--- config.mk ---
export PLATFORM = sky130hd
export DESIGN_NAME = uart_rx_ctrl
export DESIGN_NICKNAME = d
export VERILOG_FILES = /design/src/rtl/uart_rx_ctrl.sv
export SDC_FILE = /design/constraint.sdc
export NUM_CORES = 1
export LEC_CHECK = 0
export ABC_CLOCK_PERIOD_IN_PS = 2850
export CAP_MARGIN = 40
export CORE_AREA = 2 2 74 76
export CTS_CLUSTER_SIZE = 28
export DETAILED_ROUTE_END_ITERATION = 16
export DIE_AREA = 0 0 76 78
export PLACE_DENSITY = 0.56
export SLEW_MARGIN = 25
export SYNTH_ARGS = -nofsm -noshare
export SYNTH_HDL_FRONTEND = slang
export SYNTH_SLANG_ARGS = --single-unit
--- constraint.sdc ---
create_clock -name clk -period 2.85 [get_ports clk]
set_input_delay 0.57 -clock clk [delete_from_list [all_inputs] [get_ports clk]]
set_output_delay 0.57 -clock clk [all_outputs]
set_load 0.005 [all_outputs]
--- src/rtl/uart_rx_ctrl.sv ---
// UART receive controller: 2-FF synchronizer, bit-period timer and frame FSM.
// Presents each received word through a sticky ready/ack handshake with error flags.
module uart_rx_ctrl #(
    parameter int unsigned BIT_COUNTS = 11,
    parameter int unsigned DATA_BITS  = 8,
    parameter int unsigned PARITY_EN  = 0,
    parameter int unsigned PARITY_ODD = 0
) (
    input  logic                 clk,
    input  logic                 rst,
    input  logic                 rx,
    input  logic                 rx_ack,
    output logic [DATA_BITS-1:0] rx_data,
    output logic                 rx_ready,
    output logic                 frame_err,
    output logic                 parity_err,
    output logic                 overrun_err,
    output logic                 busy
);

    localparam int unsigned CNT_W = $clog2(BIT_COUNTS);
    localparam int unsigned IDX_W = $clog2(DATA_BITS);
    localparam logic [CNT_W-1:0] HALF     = CNT_W'((BIT_COUNTS - 1) / 2);
    localparam logic [CNT_W-1:0] FULL     = CNT_W'(BIT_COUNTS - 1);
    localparam logic [IDX_W-1:0] LAST_BIT = IDX_W'(DATA_BITS - 1);

    typedef enum logic [2:0] {
        StIdle,
        StStart,
        StData,
        StParity,
        StStop,
        StBreak
    } state_e;

    state_e               r_state;
    logic                 r_sync1;
    logic                 r_sync2;
    logic [CNT_W-1:0]     r_cnt;
    logic [IDX_W-1:0]     r_bit_idx;
    logic [DATA_BITS-1:0] r_shift;
    logic                 r_par_err;
    logic [DATA_BITS-1:0] r_data;
    logic                 r_ready;
    logic                 r_frame_err;
    logic                 r_parity_err;
    logic                 r_overrun;

    logic w_rx_s;
    logic w_par_calc;

    assign w_rx_s     = r_sync2;
    // Even parity: XOR of data and parity bit must be 0; odd: must be 1.
    assign w_par_calc = ((^r_shift) ^ w_rx_s) != 1'(PARITY_ODD);

    // Line idles high, so the synchronizer resets to 1 to avoid a false start.
    always_ff @(posedge clk or negedge rst) begin
        if (!rst) begin
            r_sync1 <= 1'b1;
            r_sync2 <= 1'b1;
        end else begin
            r_sync1 <= rx;
            r_sync2 <= r_sync1;
        end
    end

    always_ff @(posedge clk or negedge rst) begin
        if (!rst) begin
            r_state      <= StIdle;
            r_cnt        <= '0;
            r_bit_idx    <= '0;
            r_shift      <= '0;
            r_par_err    <= 1'b0;
            r_data       <= '0;
            r_ready      <= 1'b0;
            r_frame_err  <= 1'b0;
            r_parity_err <= 1'b0;
            r_overrun    <= 1'b0;
        end else begin
            // Completion in StStop below overrides this when both happen together.
            if (rx_ack) begin
                r_ready   <= 1'b0;
                r_overrun <= 1'b0;
            end
            case (r_state)
                StIdle: begin
                    r_cnt <= '0;
                    if (!w_rx_s) begin
                        r_state <= StStart;
                    end
                end
                StStart: begin
                    if (r_cnt == HALF) begin
                        r_cnt <= '0;
                        if (!w_rx_s) begin
                            r_bit_idx <= '0;
                            r_state   <= StData;
                        end else begin
                            r_state <= StIdle;
                        end
                    end else begin
                        r_cnt <= r_cnt + CNT_W'(1);
                    end
                end
                StData: begin
                    if (r_cnt == FULL) begin
                        r_cnt     <= '0;
                        r_shift   <= {w_rx_s, r_shift[DATA_BITS-1:1]};
                        r_bit_idx <= r_bit_idx + IDX_W'(1);
                        if (r_bit_idx == LAST_BIT) begin
                            r_state <= (PARITY_EN != 0) ? StParity : StStop;
                        end
                    end else begin
                        r_cnt <= r_cnt + CNT_W'(1);
                    end
                end
                StParity: begin
                    if (r_cnt == FULL) begin
                        r_cnt     <= '0;
                        r_par_err <= w_par_calc;
                        r_state   <= StStop;
                    end else begin
                        r_cnt <= r_cnt + CNT_W'(1);
                    end
                end
                StStop: begin
                    if (r_cnt == FULL) begin
                        r_cnt        <= '0;
                        r_data       <= r_shift;
                        r_frame_err  <= !w_rx_s;
                        r_parity_err <= r_par_err;
                        r_ready      <= 1'b1;
                        if (r_ready && !rx_ack) begin
                            r_overrun <= 1'b1;
                        end
                        r_state <= w_rx_s ? StIdle : StBreak;
                    end else begin
                        r_cnt <= r_cnt + CNT_W'(1);
                    end
                end
                StBreak: begin
                    if (w_rx_s) begin
                        r_cnt   <= '0;
                        r_state <= StIdle;
                    end else begin
                        r_cnt <= r_cnt + CNT_W'(1);
                    end
                end
                default: begin
                    r_cnt   <= '0;
                    r_state <= StIdle;
                end
            endcase
        end
    end

    assign rx_data     = r_data;
    assign rx_ready    = r_ready;
    assign frame_err   = r_frame_err;
    assign parity_err  = r_parity_err;
    assign overrun_err = r_overrun;
    assign busy        = (r_state != StIdle);

endmodule

### Yosys cells after proc, flatten, opt, wreduce, memory -nomap -nowiden

Cells that the tools add are included.

* register bits: 33
* input port bits: 4
* word-level logic and storage cells: 69

* add/subtract/negate cells: 2
* equality and inequality tests: 16
* multiplexer cells: 25
* bitwise logic cells: 1
* reduce and logical (&&, ||, !) cells: 13

Operators by type and width (number)
* $mux 3: 11
* $pmux 3 s6: 1
* $ne 2x2->1 const B: 8
* $mux 4: 3
* $pmux 4 s3: 1
* $eq 3x3->1 const B: 3
* $reduce_xor 8->1: 1
* $mux 1: 7
* $reduce_and 7->1: 1
* $eq 3x2->1 const B: 2
* $pmux 3 s2: 1
* $reduce_and 2->1: 3
* $add 4x1->4 const B: 1
* $eq 4x3->1 const B: 1
* $eq 4x4->1 const B: 1
* $reduce_and 4->1: 1
* $add 3x1->3 const B: 1
* $eq 3x1->1 const B: 1
* $logic_not 3->1: 1
* $reduce_bool 3->1: 1
* $reduce_or 3->1: 1
* $logic_not 1->1: 2
* $mux 2: 1
* $reduce_bool 2->1: 1
* other kinds (2): 2

### Depth between registers and ports, before layout

Gate-level depths: netlist of the first run.

* depth in word-level cells: 5
* mapped depth: 7

### Worst setup path after synthesis of the first run

No wires, ideal clock.

* path type: reg2reg
* start: reg r_cnt[0]
* end: reg r_bit_idx[0]
* setup time: 0.125 ns
* arrival: 1.542 ns
* path slack: 1.183 ns
* stages on the path, launching flop included: 7
* period minus slack after synthesis: 1.667 ns
* cell sequence: dfrtp_1 > inv_1 > ha_1 > and4bb_2 > a21oi_1 > or3_1 > mux2_2

* cells in the longest elaborated chain, start to end: 3
* elaborated cells on any way between the ends: 5
* those cells by class: 4 x eq/ne; 1 x reduce/logical

Ends and longest elaborated chain
* start: declaration: line 39 `logic [CNT_W-1:0] r_cnt;`
* start signal: assignment: line 102 `r_cnt <= r_cnt + CNT_W'(1);`
* start signal: assignment: line 114 `r_cnt <= r_cnt + CNT_W'(1);`
* start signal: assignment: line 123 `r_cnt <= r_cnt + CNT_W'(1);`
* $eq 4x4->1 / $eq 4x3->1 (equally long branches): line 106, 93
* $ne 2x2->1 (no source line)
* $reduce_and 4->1 (no source line) *
* end signal: assignment: line 109 `r_bit_idx <= r_bit_idx + IDX_W'(1);`
* end: declaration: line 40 `logic [IDX_W-1:0] r_bit_idx;`

Every way passes the cells marked *; elsewhere a longest branch is shown, timed or not.
A chain may end at the register's enable or synchronous reset.

### Worst setup path after layout of the first run

* start: reg r_state[0]
* end: out busy

* cells in the longest elaborated chain, start to end: 1

Ends and longest elaborated chain
* start: declaration: line 36 `state_e r_state;`
* start signal: assignment: line 69 `r_state <= StIdle;`
* start signal: assignment: line 89 `r_state <= StStart;`
* start signal: assignment: line 97 `r_state <= StData;`
* $reduce_bool 3->1: line 162 `assign busy = (r_state != StIdle);`
* end: declaration: line 18 `output logic busy`

Every way passes these cells.

==> metrics.md, run 1 <==
| Metric | Value |
|---|---|
| Area of the mapped netlist | 1510 um2 |
| Buffers added on ports | 16 |
| CTS tree | built |
| Top flip-flop cell by instance count after synthesis | sky130_fd_sc_hd__dfrtp_1 |
| Total iterations of the first detailed-routing run | 4 |
| Final Net Count | 167 |
| XOR/XNOR Fraction of Synth Area | 6.13% |
| Clock buffer depth | 2 |
| Total CTS buffers | 5 |
| Initial core utilization | 30.0% |
| Area share of the leading cell type in the synthesized netlist | 51.3% |
| Part of the Yosys area used for sequential elements | 54.8% |
| Clock slew at reported path FFs | 60 ps |
| Most frequently used cell type in the post-synthesis netlist | sky130_fd_sc_hd__dfrtp_1 |
| CP Capture Type | primary output |
| Final core area utilization | 37.1% |
| Max-slew headroom | 65.5% |
| Share of post-route cells with drive strength above 1 | 15.1% |
| Global placer's final weighted congestion | 0.794 |
| Synth Area in Simple Gates | 16.6% |
| Per-instance average area after synthesis | 11.0 um2 |
| Overall via count from detail_route | 1017 |
| List of most frequent post-synthesis cells | sky130_fd_sc_hd__dfrtp_1 (31), sky130_fd_sc_hd__nand2_1 (30), sky130_fd_sc_hd__mux2_2 (11) |
| CP Class | flip-flop to primary output |
| Post-layout minimum cycle time | 2190 ps |
| Adder and majority cell fraction of the synthesized area | 4.14% |
| Vias in the first global route | 979 |
| Number of max-cap violations | 0 |
| Detailed-routed wire length on met3 | 109 um |
| Dpl cells | 221 |
| Max-slew violation count | 0 |
| Yosys synthesis warning count | 0 |
| Fraction of synthesis flops using an asynchronous set or reset pin | 100% |
| Uppermost routed layer | met4 |
| Final Hold Vio Count | 0 |
| Setup_tns | 0 ps |
| Die Outline Area | 5930 um2 |
| Gr usage total | 10.2% |
| Worst hold path type | flip-flop to flip-flop |
| Total of cells resized after clock tree synthesis | 0 |
| Skew-Pair Late Insertion Delay | 280 ps |
| Global route total overflow | 0 |
| Worst voltage drop across the vdd grid | 0.000203 V |
| Number of register bits inferred by synthesis | 33 |
| Fill cell total of the finished layout | 491 |
| Count of pins on the block boundary | 17 |
| Maximum level of the CTS H-tree | 2 |
| First-pass GRT wire length | 4720 um |
| Detail-routed net length per standard cell | 12.3 um |
| Run status | completed |
| Area taken by flip-flops and latches | 828 um2 |
| Type of origin of the critical path | flip-flop |
| Largest area contributor in the synthesized netlist | sky130_fd_sc_hd__dfrtp_1 |
| Share of synthesized area spent on multiplexers | 8.86% |
| Num rows | 26 |
| Placeable core area | 5040 um2 |
| Largest family of logic cells by synthesized area | simple AND/OR/NAND/NOR gates |
| Largest cells by area after synthesis | sky130_fd_sc_hd__dfrtp_1 (51%), sky130_fd_sc_hd__mux2_2 (8.2%), sky130_fd_sc_hd__nand2_1 (7.5%), sky130_fd_sc_hd__ha_1 (4.1%), sky130_fd_sc_hd__xnor2_1 (4.1%) |
| Area fraction in compound gates after synthesis | 7.28% |
| Post-route DRC | 0 |
| Die Width | 76 um |
| Area used by multi-input combinational logic | 649 um2 |
| Initial antenna violation count | 0 |
| Total number of clock tree sinks | 33 |
| Setup Buffers After CTS | 0 |
| Remaining antenna violation count | 0 |
| Die height | 78 um |
| Setup clock skew after layout | 3.45 ps |
| Achievable clock frequency | 0.457 GHz |
| Largest net degree at the start of global routing | 34 |
| Share of the clock period used by the worst path after layout | 76.8% |
| Post-route met1 wirelength | 1310 um |
| 1st-iter DRT viols | 121 |
| Post-route worst hold slack | 358 ps |
| Final standard cell count with taps included and fillers excluded | 229 |
| Leak pwr | 0.885 nW |
| Antenna Diode Count | 0 |
| Arrival time at the worst endpoint | 1620 ps |
| Critical path peak fanout | 13 |
| Number of enable-type register cells in the synthesized netlist | 0 |
| Count of final setup violators | 0 |
| Gate count after technology mapping | 137 |
| Number of nets in the synthesized netlist | 146 |
| Via/cell ratio | 4.44 |
| Buffer type at the clock tree root | sky130_fd_sc_hd__clkbuf_8 |
| Hold_buf cts | 0 |
| WL final | 2810 um |
| Power density cells | 656 nW/um2 |
| DR WL met2 | 1330 um |
| Actual transition at the worst max-transition pin | 518 ps |
| Distinct cells, synth | 32 |
| Setup repair after global routing missed its margin | false |
| Layout overhead on the synthesized area | 23.8% |
| Detailed Place HPWL | 2000 um |
| Required arrival time at the worst endpoint | 2280 ps |
==> layout make-up <==
class	count	area share, %
clock inverters	1	1.60
clock buffers	7	4.61
flip-flops and latches	33	44.3
well taps	70	4.68
inverters	4	0.802
multi-input cells	96	34.7
repair buffers	18	9.36
==> stage by stage <==
stage,power [W],worst slack [ps],instance area (um2)
floorplan,0.000714,1180,1510
global placement,0.000773,981,1760
detailed placement,0.000787,964,1760
CTS,0.00124,660,1870
global route,0.00129,608,1870
finish,0.00123,662,1870
==> sequential cells by signal (all words and copies together), names as in the netlist <==
register,cells
r_par_err,1
r_sync2,1
r_shift,8
rx_ready,1
frame_err,1
r_bit_idx,3
rx_data,8
r_sync1,1
r_cnt,4
overrun_err,1
parity_err,1
r_state,3
==> layer usage <==
| layer | vias up | GRT usage [%] |
|---|---|---|
| li1 | 500 | - |
| met1 | 491 | 12.9 |
| met2 | 21 | 15.7 |
| met3 | 5 | 3.14 |
| met4 | 0 | 5.64 |
| met5 | - | 0 |
==> where the power goes <==
part	leakage (nW)	internal [W]	total (W)	switching, W
Sequential	0.450	0.000499	0.000555	0.0000562
Combinational	0.377	0.000112	0.000223	0.000111
Clock	0.0585	0.000285	0.000450	0.000165
Total	0.885	0.000896	0.00123	0.000332
==> layout by cell type, fill, tap and decap left out, types with 3 or more instances in the layout <==
cell type and n:
sky130_fd_sc_hd__dfrtp_1 31, sky130_fd_sc_hd__nand2b_1 3, sky130_fd_sc_hd__nand2_1 30, sky130_fd_sc_hd__xnor2_1 7, sky130_fd_sc_hd__ha_1 5, sky130_fd_sc_hd__nor3_1 3, sky130_fd_sc_hd__clkdlybuf4s50_1 16, sky130_fd_sc_hd__nor2_1 8
sky130_fd_sc_hd__clkbuf_8 6, sky130_fd_sc_hd__inv_1 4, sky130_fd_sc_hd__mux2_2 11, sky130_fd_sc_hd__o21ai_0 6
==> worst paths after layout <==
check                                            start                       end  slack (ps)  depth (start not counted)
worst max-delay path            r_state[0]$_DFFE_PN0P_                      busy         660                          2
worst min-delay path                 r_sync1$_DFF_PN1_         r_sync2$_DFF_PN1_         360                          0
worst max register to register      r_cnt[0]$_DFF_PN0_    rx_data[3]$_DFFE_PN0P_         980                          5
worst min register to register       r_sync1$_DFF_PN1_         r_sync2$_DFF_PN1_         360                          0
max in group asynchronous                          rst         r_sync2$_DFF_PN1_        1840                          2
min in group asynchronous                          rst  r_bit_idx[0]$_DFFE_PN0P_         680                          2
==> critical path: stages (launching register included) <==
cell and delay [ps]:
sky130_fd_sc_hd__dfrtp_1 510, sky130_fd_sc_hd__or3_1 390, sky130_fd_sc_hd__clkdlybuf4s50_1 450
==> logic make-up (layout without fill, tap and decap cells) <==
group | count (synthesis) | count (layout)
compound gates | 16 | 16
mux | 12 | 12
simple gates | 54 | 54
xor+xnor | 9 | 9
fa+ha+maj | 5 | 5
buf+inv | 8 | 30
flops | 33 | 33
No activity file was read; power rests on OpenSTA's default activity.
==> inputs of run 2 (changes only) <==
--- a/config.mk
+++ b/config.mk
@@ -5,13 +5,13 @@
 export SDC_FILE = /design/constraint.sdc
 export NUM_CORES = 1
 export LEC_CHECK = 0
-export ABC_CLOCK_PERIOD_IN_PS = 2850
+export ABC_CLOCK_PERIOD_IN_PS = 1820
 export CAP_MARGIN = 40
 export CORE_AREA = 2 2 74 76
 export CTS_CLUSTER_SIZE = 28
 export DETAILED_ROUTE_END_ITERATION = 16
 export DIE_AREA = 0 0 76 78
-export PLACE_DENSITY = 0.56
+export PLACE_DENSITY = 0.58
 export SLEW_MARGIN = 25
 export SYNTH_ARGS = -nofsm -noshare
 export SYNTH_HDL_FRONTEND = slang
==> constraint.sdc (replaced) <==
create_clock -name clk -period 1.82 [get_ports clk]
set_input_delay 0.364 -clock clk [delete_from_list [all_inputs] [get_ports clk]]
set_output_delay 0.364 -clock clk [all_outputs]
set_load 0.005 [all_outputs]
==> metrics.md, run 2 (same netlist as run 1, synthesis figures left out) <==
| Metric | Value |
|---|---|
| CP Capture Type | flip-flop |
| Post-layout minimum cycle time | 1730 ps |
| Vias in the first global route | 1093 (+12%) |
| Skew-Pair Late Insertion Delay | 290 ps (about the same) |
| RR Endpoint | r_bit_idx[0]$_DFFE_PN0P_ |
| Maximum level of the CTS H-tree | 2 (unchanged) |
| Switching Share | 26.7% (-0.32 points) |
| Power density cells | 1030 nW/um2 (+57%) |
| CP Class | flip-flop to flip-flop |
| Most frequent standard cell in the layout excluding fill and tap cells | sky130_fd_sc_hd__nand2_1 |
| Sequential fraction of design power | 41.3% (-3.9 points) |
| Global-route met3 utilization | 3.26% (+0.12 points) |
| Num rows | 26 (unchanged) |
| Critical Path, Cell by Cell | inv_1 -> ha_2 -> and4bb_2 -> a21oi_1 -> or3_1 -> mux2_2 |
| Share of post-route cells with drive strength above 1 | 20.6% (+5.5 points) |
| Detail-routed net length per standard cell | 11.9 um (-3.3%) |
| Global routing usage on met1 | 12.6% (-0.39 points) |
| Hold Path Stages | 0 (unchanged) |
| Layout overhead on the synthesized area | 27.2% |
| Die height | 78 um (unchanged) |
| Type of origin of the critical path | flip-flop |
| Internal power summed over all cells | 0.00145 W (+62%) |
| Worst setup slack before clock tree synthesis | 42.3 ps (-922 ps) |
| Final Net Count | 173 (+3.6%) |
| Global route total overflow | 0 (unchanged) |
| Achievable clock frequency | 0.578 GHz |
| Max-slew headroom | 72.7% (+7.2 points) |
| Worst hold path type | flip-flop to flip-flop |
| Portion of total power attributed to combinational logic | 22.9% (+4.7 points) |
| Worst path top cell family by delay | simple AND/OR/NAND/NOR gates |
| Global placer's final weighted congestion | 0.784 (-1.2%) |
| Setup repair after global routing missed its margin | false |
| Count of final setup violators | 0 (unchanged) |
| Remaining antenna violation count | 0 (unchanged) |
| Max-slew violation count | 0 (unchanged) |
| Worst voltage drop across the vdd grid | 0.000392 V (+93%) |
| Part of the total power dissipated in the clock network | 35.8% (-0.8 points) |
| Met2 demand-to-capacity share in global routing | 17.5% (+1.8 points) |
| Gr usage total | 10.8% (+0.52 points) |
| Actual transition at the worst max-transition pin | 410 ps (-108 ps) |
| Net load switching power | 0.000527 W (+59%) |
| Final Hold Vio Count | 0 (unchanged) |
| Cell type of the slowest stage on the worst timing path | sky130_fd_sc_hd__dfrtp_1 |
| Total iterations of the first detailed-routing run | 4 (unchanged) |
| R2r worst-path depth | 6 (+1) |
| Critical path peak fanout | 4 (-9) |
| Largest net degree at the start of global routing | 34 (unchanged) |
| Worst setup slack for register-to-register paths | 90 ps (-890 ps) |
| Number of max-cap violations | 0 (unchanged) |
| Arrival time at the worst endpoint | 1900 ps (+280 ps) |
| Detailed Place HPWL | 1950 um (-2.5%) |
| Hold Crit Endpoint | r_sync2$_DFF_PN1_ |
| First-pass GRT wire length | 5020 um (+6.3%) |
| 1st-iter DRT viols | 125 (+3.3%) |
| Worst Setup Slack, final | 89.9 ps (-572 ps) |
| Via/cell ratio | 4.39 (-1.1%) |
| Die Outline Area | 5930 um2 (unchanged) |
| Setup clock skew after layout | 4.96 ps (+1.50 ps) |
| Clock slew at reported path FFs | 60 ps (about the same) |
| Beginning of the worst hold path | r_sync1$_DFF_PN1_ |
| Peak-usage layer in the global routing report | met2 |
| Tot Pwr | 0.00198 W (+61%) |
| Total number of clock tree sinks | 33 (unchanged) |
| Buffers added on ports | 16 (unchanged) |
| Post-route DRC | 0 (unchanged) |
| Die Width | 76 um (unchanged) |
| Largest incremental delay on the critical path | 380 ps (-130 ps) |
| Reg-to-reg startpoint | r_cnt[0]$_DFF_PN0_ |
| Overall via count from detail_route | 1032 (+1.5%) |
| Setup_tns | 0 ps (unchanged) |
| Buffer type at the clock tree root | sky130_fd_sc_hd__clkbuf_8 |
| Total CTS buffers | 5 (unchanged) |
| WL final | 2790 um (-0.78%) |
| CTS tree | built |
| Critical path buffers and inverters | 1 (unchanged) |
| Initial core utilization | 30.0% (unchanged) |
| Initial antenna violation count | 0 (unchanged) |
| Placeable core area | 5040 um2 (unchanged) |
| Antenna Diode Count | 0 (unchanged) |
| Most frequent cells in the layout | sky130_fd_sc_hd__nand2_1 (30), sky130_fd_sc_hd__dfrtp_1 (29), sky130_fd_sc_hd__clkdlybuf4s50_1 (15), sky130_fd_sc_hd__mux2_2 (11) |
| Count of pins on the block boundary | 17 (unchanged) |
| Required arrival time at the worst endpoint | 1990 ps (-290 ps) |
| Run status | completed |
| Clock buffer depth | 2 (unchanged) |
| Share of the clock period used by the worst path after layout | 95.1% |
| Leak pwr | 0.913 nW (+3.1%) |
[run 2: cell types whose count changed in the layout (fill, tap and decap cells not counted), sizes merged]
cell           before  now
buf                 2    8
clkdlybuf4s50      16   15
dlygate4sd2         0    1
[run 2: metrics by stage]
step	std cells	hold slack [ps]	utilization, %	cell area, um2
after floorplan	137	68.4	-	1510
after global placement	224	349	35.3	1780
after detailed placement	224	349	35.3	1780
after CTS	235	358	38.0	1920
after global routing	235	359	38.1	1920
final	235	356	38.1	1920
[run 2: layout make-up]
type | instances | area (um2)
Tap cell | 70 | 87.6
Clock buffer | 7 | 86.3
Fill cell | 491 | 3120
Clock inverter | 1 | 30.0
Timing Repair Buffer | 24 | 219
Inverter | 4 | 15.0
Sequential cell | 33 | 831
Multi-Input combinational cell | 96 | 654
[run 2: metal layers]
layer  vias to the layer above  wire length (um)
met1                       486              1310
met5                         -                 0
met2                        24              1260
met3                         7               133
li1                        515                 -
met4                         0                77
[run 2: worst max path at each step]
stage / from / end / slack (ps) / cells past startpoint
2_1_floorplan: r_cnt[0]$_DFF_PN0_ / r_bit_idx[0]$_DFFE_PN0P_ / 150 / 6
3_3_place_gp: r_cnt[1]$_DFF_PN0_ / rx_data[3]$_DFFE_PN0P_ / 130 / 4
3_5_place_dp: r_cnt[1]$_DFF_PN0_ / rx_data[7]$_DFFE_PN0P_ / 40 / 4
4_1_cts: r_cnt[1]$_DFF_PN0_ / rx_data[7]$_DFFE_PN0P_ / 40 / 4
5_1_grt: r_cnt[0]$_DFF_PN0_ / r_bit_idx[0]$_DFFE_PN0P_ / 10 / 6
6_report: r_cnt[0]$_DFF_PN0_ / r_bit_idx[0]$_DFFE_PN0P_ / 90 / 6
[run 2: power groups by stage]
stage / clock network [W] / logic [W] / registers, W
finish: 0.000707 / 0.000452 / 0.000816
global route: 0.000759 / 0.000510 / 0.000823
CTS: 0.000736 / 0.000453 / 0.000816
detailed placement: 0 / 0.000405 / 0.000854
global placement: 0 / 0.000392 / 0.000851
floorplan: 0 / 0.000281 / 0.000837
[run 2: repair_timing]
| action | in CTS | in global routing |
|---|---|---|
| resized for setup | 3 | 2 |
| hold buffers | 0 | 0 |
| endpoints found under the setup margin | 1 | 9 |
| setup buffers | 3 | 0 |
| pin swaps | 0 | 1 |
==> inputs of run 3 (changes only) <==
--- a/config.mk
+++ b/config.mk
@@ -7,11 +7,11 @@
 export LEC_CHECK = 0
 export ABC_CLOCK_PERIOD_IN_PS = 1820
 export CAP_MARGIN = 40
-export CORE_AREA = 2 2 74 76
+export CORE_AREA = 2 2 59 61
 export CTS_CLUSTER_SIZE = 28
 export DETAILED_ROUTE_END_ITERATION = 16
-export DIE_AREA = 0 0 76 78
-export PLACE_DENSITY = 0.58
+export DIE_AREA = 0 0 61 63
+export PLACE_DENSITY = 0.81
 export SLEW_MARGIN = 25
 export SYNTH_ARGS = -nofsm -noshare
 export SYNTH_HDL_FRONTEND = slang
==> metrics.md, run 3 (same netlist as run 1, synthesis figures left out) <==
| Metric | Value |
|---|---|
| Worst voltage drop across the vdd grid | 0.000670 V (+71%) |
| Reg-to-reg startpoint | r_state[0]$_DFFE_PN0P_ |
| Via/cell ratio | 4.97 (+13%) |
| Count of pins on the block boundary | 17 (unchanged) |
| Worst path top cell family by delay | simple AND/OR/NAND/NOR gates |
| Largest incremental delay on the critical path | 410 ps (+30 ps) |
| Type of origin of the critical path | flip-flop |
| Setup clock skew after layout | 10.4 ps (+5.41 ps) |
| Initial core utilization | 46.8% (+17 points) |
| Skew-Pair Late Insertion Delay | 340 ps (+50 ps) |
| Clock slew at reported path FFs | 90 ps (+30 ps) |
| Buffer type at the clock tree root | sky130_fd_sc_hd__clkbuf_4 |
| Global route total overflow | 0 (unchanged) |
| Leak pwr | 0.906 nW (-0.72%) |
| Max-slew violation count | 0 (unchanged) |
| Detail-routed net length per standard cell | 12.3 um (+3.5%) |
| Critical Path, Cell by Cell | buf_4 -> and4bb_2 -> a21oi_1 -> or3_1 -> mux2_2 |
| Clock buffer depth | 2 (unchanged) |
| Power density cells | 1040 nW/um2 (+1.1%) |
| Max-slew headroom | 73.2% (+0.49 points) |
| Gr usage total | 16.8% (+6.1 points) |
| CP Class | flip-flop to flip-flop |
| Global placer's final weighted congestion | 0.788 (+0.56%) |
| Cell type of the slowest stage on the worst timing path | sky130_fd_sc_hd__dfrtp_2 |
| Share of post-route cells with drive strength above 1 | 21.8% (+1.2 points) |
| Achievable clock frequency | 0.573 GHz (-0.83%) |
| Critical path peak fanout | 10 (+6) |
| Vias in the first global route | 1073 (-1.8%) |
| Buffers added on ports | 16 (unchanged) |
| Detailed Place HPWL | 1840 um (-6.0%) |
| Count of final setup violators | 0 (unchanged) |
| Most frequent standard cell in the layout excluding fill and tap cells | sky130_fd_sc_hd__nand2_1 |
| Num rows | 21 (-19%) |
| Final Net Count | 173 (unchanged) |
| Total CTS buffers | 5 (unchanged) |
| First-pass GRT wire length | 4750 um (-5.4%) |
| Total iterations of the first detailed-routing run | 2 (-2) |
| Largest net degree at the start of global routing | 34 (unchanged) |
| Maximum level of the CTS H-tree | 2 (unchanged) |
| Die Width | 61 um (-20%) |
| Worst hold path type | flip-flop to flip-flop |
| Worst path depth | 5 (-1) |
| Post-route DRC | 0 (unchanged) |
| Arrival time at the worst endpoint | 1970 ps (+70 ps) |
| Post-layout minimum cycle time | 1740 ps (+14.6 ps) |
| Initial antenna violation count | 0 (unchanged) |
| Startpoint of the worst setup timing path | r_state[0]$_DFFE_PN0P_ |
| CTS tree | built |
| Die Outline Area | 3840 um2 (-35%) |
| Final core area utilization | 58.2% (+20 points) |
| Critical path buffers and inverters | 1 (unchanged) |
| Total number of clock tree sinks | 33 (unchanged) |
| 1st-iter DRT viols | 15 (-88%) |
| Die height | 63 um (-19%) |
| CP Capture Type | flip-flop |
| Share of the clock period used by the worst path after layout | 95.9% (+0.80 points) |
| Setup_tns | 0 ps (unchanged) |
| Run status | completed |
| Actual transition at the worst max-transition pin | 402 ps (-7.42 ps) |
| Hold Path Stages | 0 (unchanged) |
| Final Hold Vio Count | 0 (unchanged) |
| WL final | 2590 um (-7.1%) |
| Most frequent cells in the layout | sky130_fd_sc_hd__nand2_1 (30), sky130_fd_sc_hd__dfrtp_1 (28), sky130_fd_sc_hd__clkdlybuf4s50_1 (15), sky130_fd_sc_hd__mux2_2 (11) |
| Required arrival time at the worst endpoint | 2050 ps (+60 ps) |
| Antenna Diode Count | 0 (unchanged) |
| Setup repair after global routing missed its margin | false |
| Fill cell total of the finished layout | 278 (-43%) |
| Placeable core area | 3230 um2 (-36%) |
| R2r worst-path depth | 5 (-1) |
| Layout overhead on the synthesized area | 24.5% |
| Remaining antenna violation count | 0 (unchanged) |
| Beginning of the worst hold path | r_sync1$_DFF_PN1_ |
| Number of max-cap violations | 0 (unchanged) |
| Overall via count from detail_route | 1049 (+1.6%) |
run 3: through the flow:
step                      cell area [um2]  setup slack (ps)  cells  total power, W  hold WS [ps]
after floorplan                      1510               153    137         0.00112          68.4
after detailed placement             1760              53.5    201         0.00126           347
after global routing                 1880              2.89    211         0.00207           370
after CTS                            1880              40.0    211         0.00196           361
final                                1880              75.3    211         0.00195           360
after global placement               1760               117    201         0.00124           346
run 3: final timing paths:
check | end | slack (ps)
worst min register to register | r_sync2$_DFF_PN1_ | 360
min in group asynchronous | frame_err$_DFFE_PN0P_ | 410
max in group asynchronous | r_sync2$_DFF_PN1_ | 1090
worst max-delay path | r_bit_idx[0]$_DFFE_PN0P_ | 80
worst max register to register | r_bit_idx[0]$_DFFE_PN0P_ | 80
worst min-delay path | r_sync2$_DFF_PN1_ | 360
run 3: report_power, final:
group | internal, W | switching [W]
Sequential | 0.000785 | 0.0000345
Combinational | 0.000223 | 0.000240
Clock | 0.000425 | 0.000246
Total | 0.00143 | 0.000521
run 3: metal layers:
| layer | share of wire [%] | up-vias | routed length [um] | global-route usage, % |
|---|---|---|---|---|
| met5 | 0 | - | 0 | 0 |
| met4 | 1.7 | 0 | 43 | 8.15 |
| met3 | 3.9 | 5 | 101 | 5.59 |
| met2 | 48 | 17 | 1250 | 26.2 |
| met1 | 46 | 513 | 1200 | 20.5 |
| li1 | - | 514 | - | - |
run 3: layout make-up:
cell class / instances / area (um2) / area share [%]
Sequential cell: 33 / 832 / 44.2
Multi-Input combinational cell: 96 / 654 / 34.8
Tap cell: 46 / 57.6 / 3.06
Clock buffer: 5 / 37.5 / 1.99
Clock inverter: 3 / 65.1 / 3.46
Timing Repair Buffer: 24 / 220 / 11.7
Inverter: 4 / 15.0 / 0.798
run 3: worst reg2reg max path: cells and delay by family (launching register included):
family | cells | cell delay (ps)
muxes | 1 | 280
AOI/OAI and AO/OA | 1 | 80
DFF | 1 | 410
buffers and inverters | 1 | 160
and+or+nand+nor | 2 | 700
run 3: repair_timing:
item                                    in CTS  in global routing
endpoints found under the setup margin       1                  9
setup buffers                                2                  0
pin swaps                                    0                  1
gates resized for setup                      4                  3
hold buffers                                 0                  0
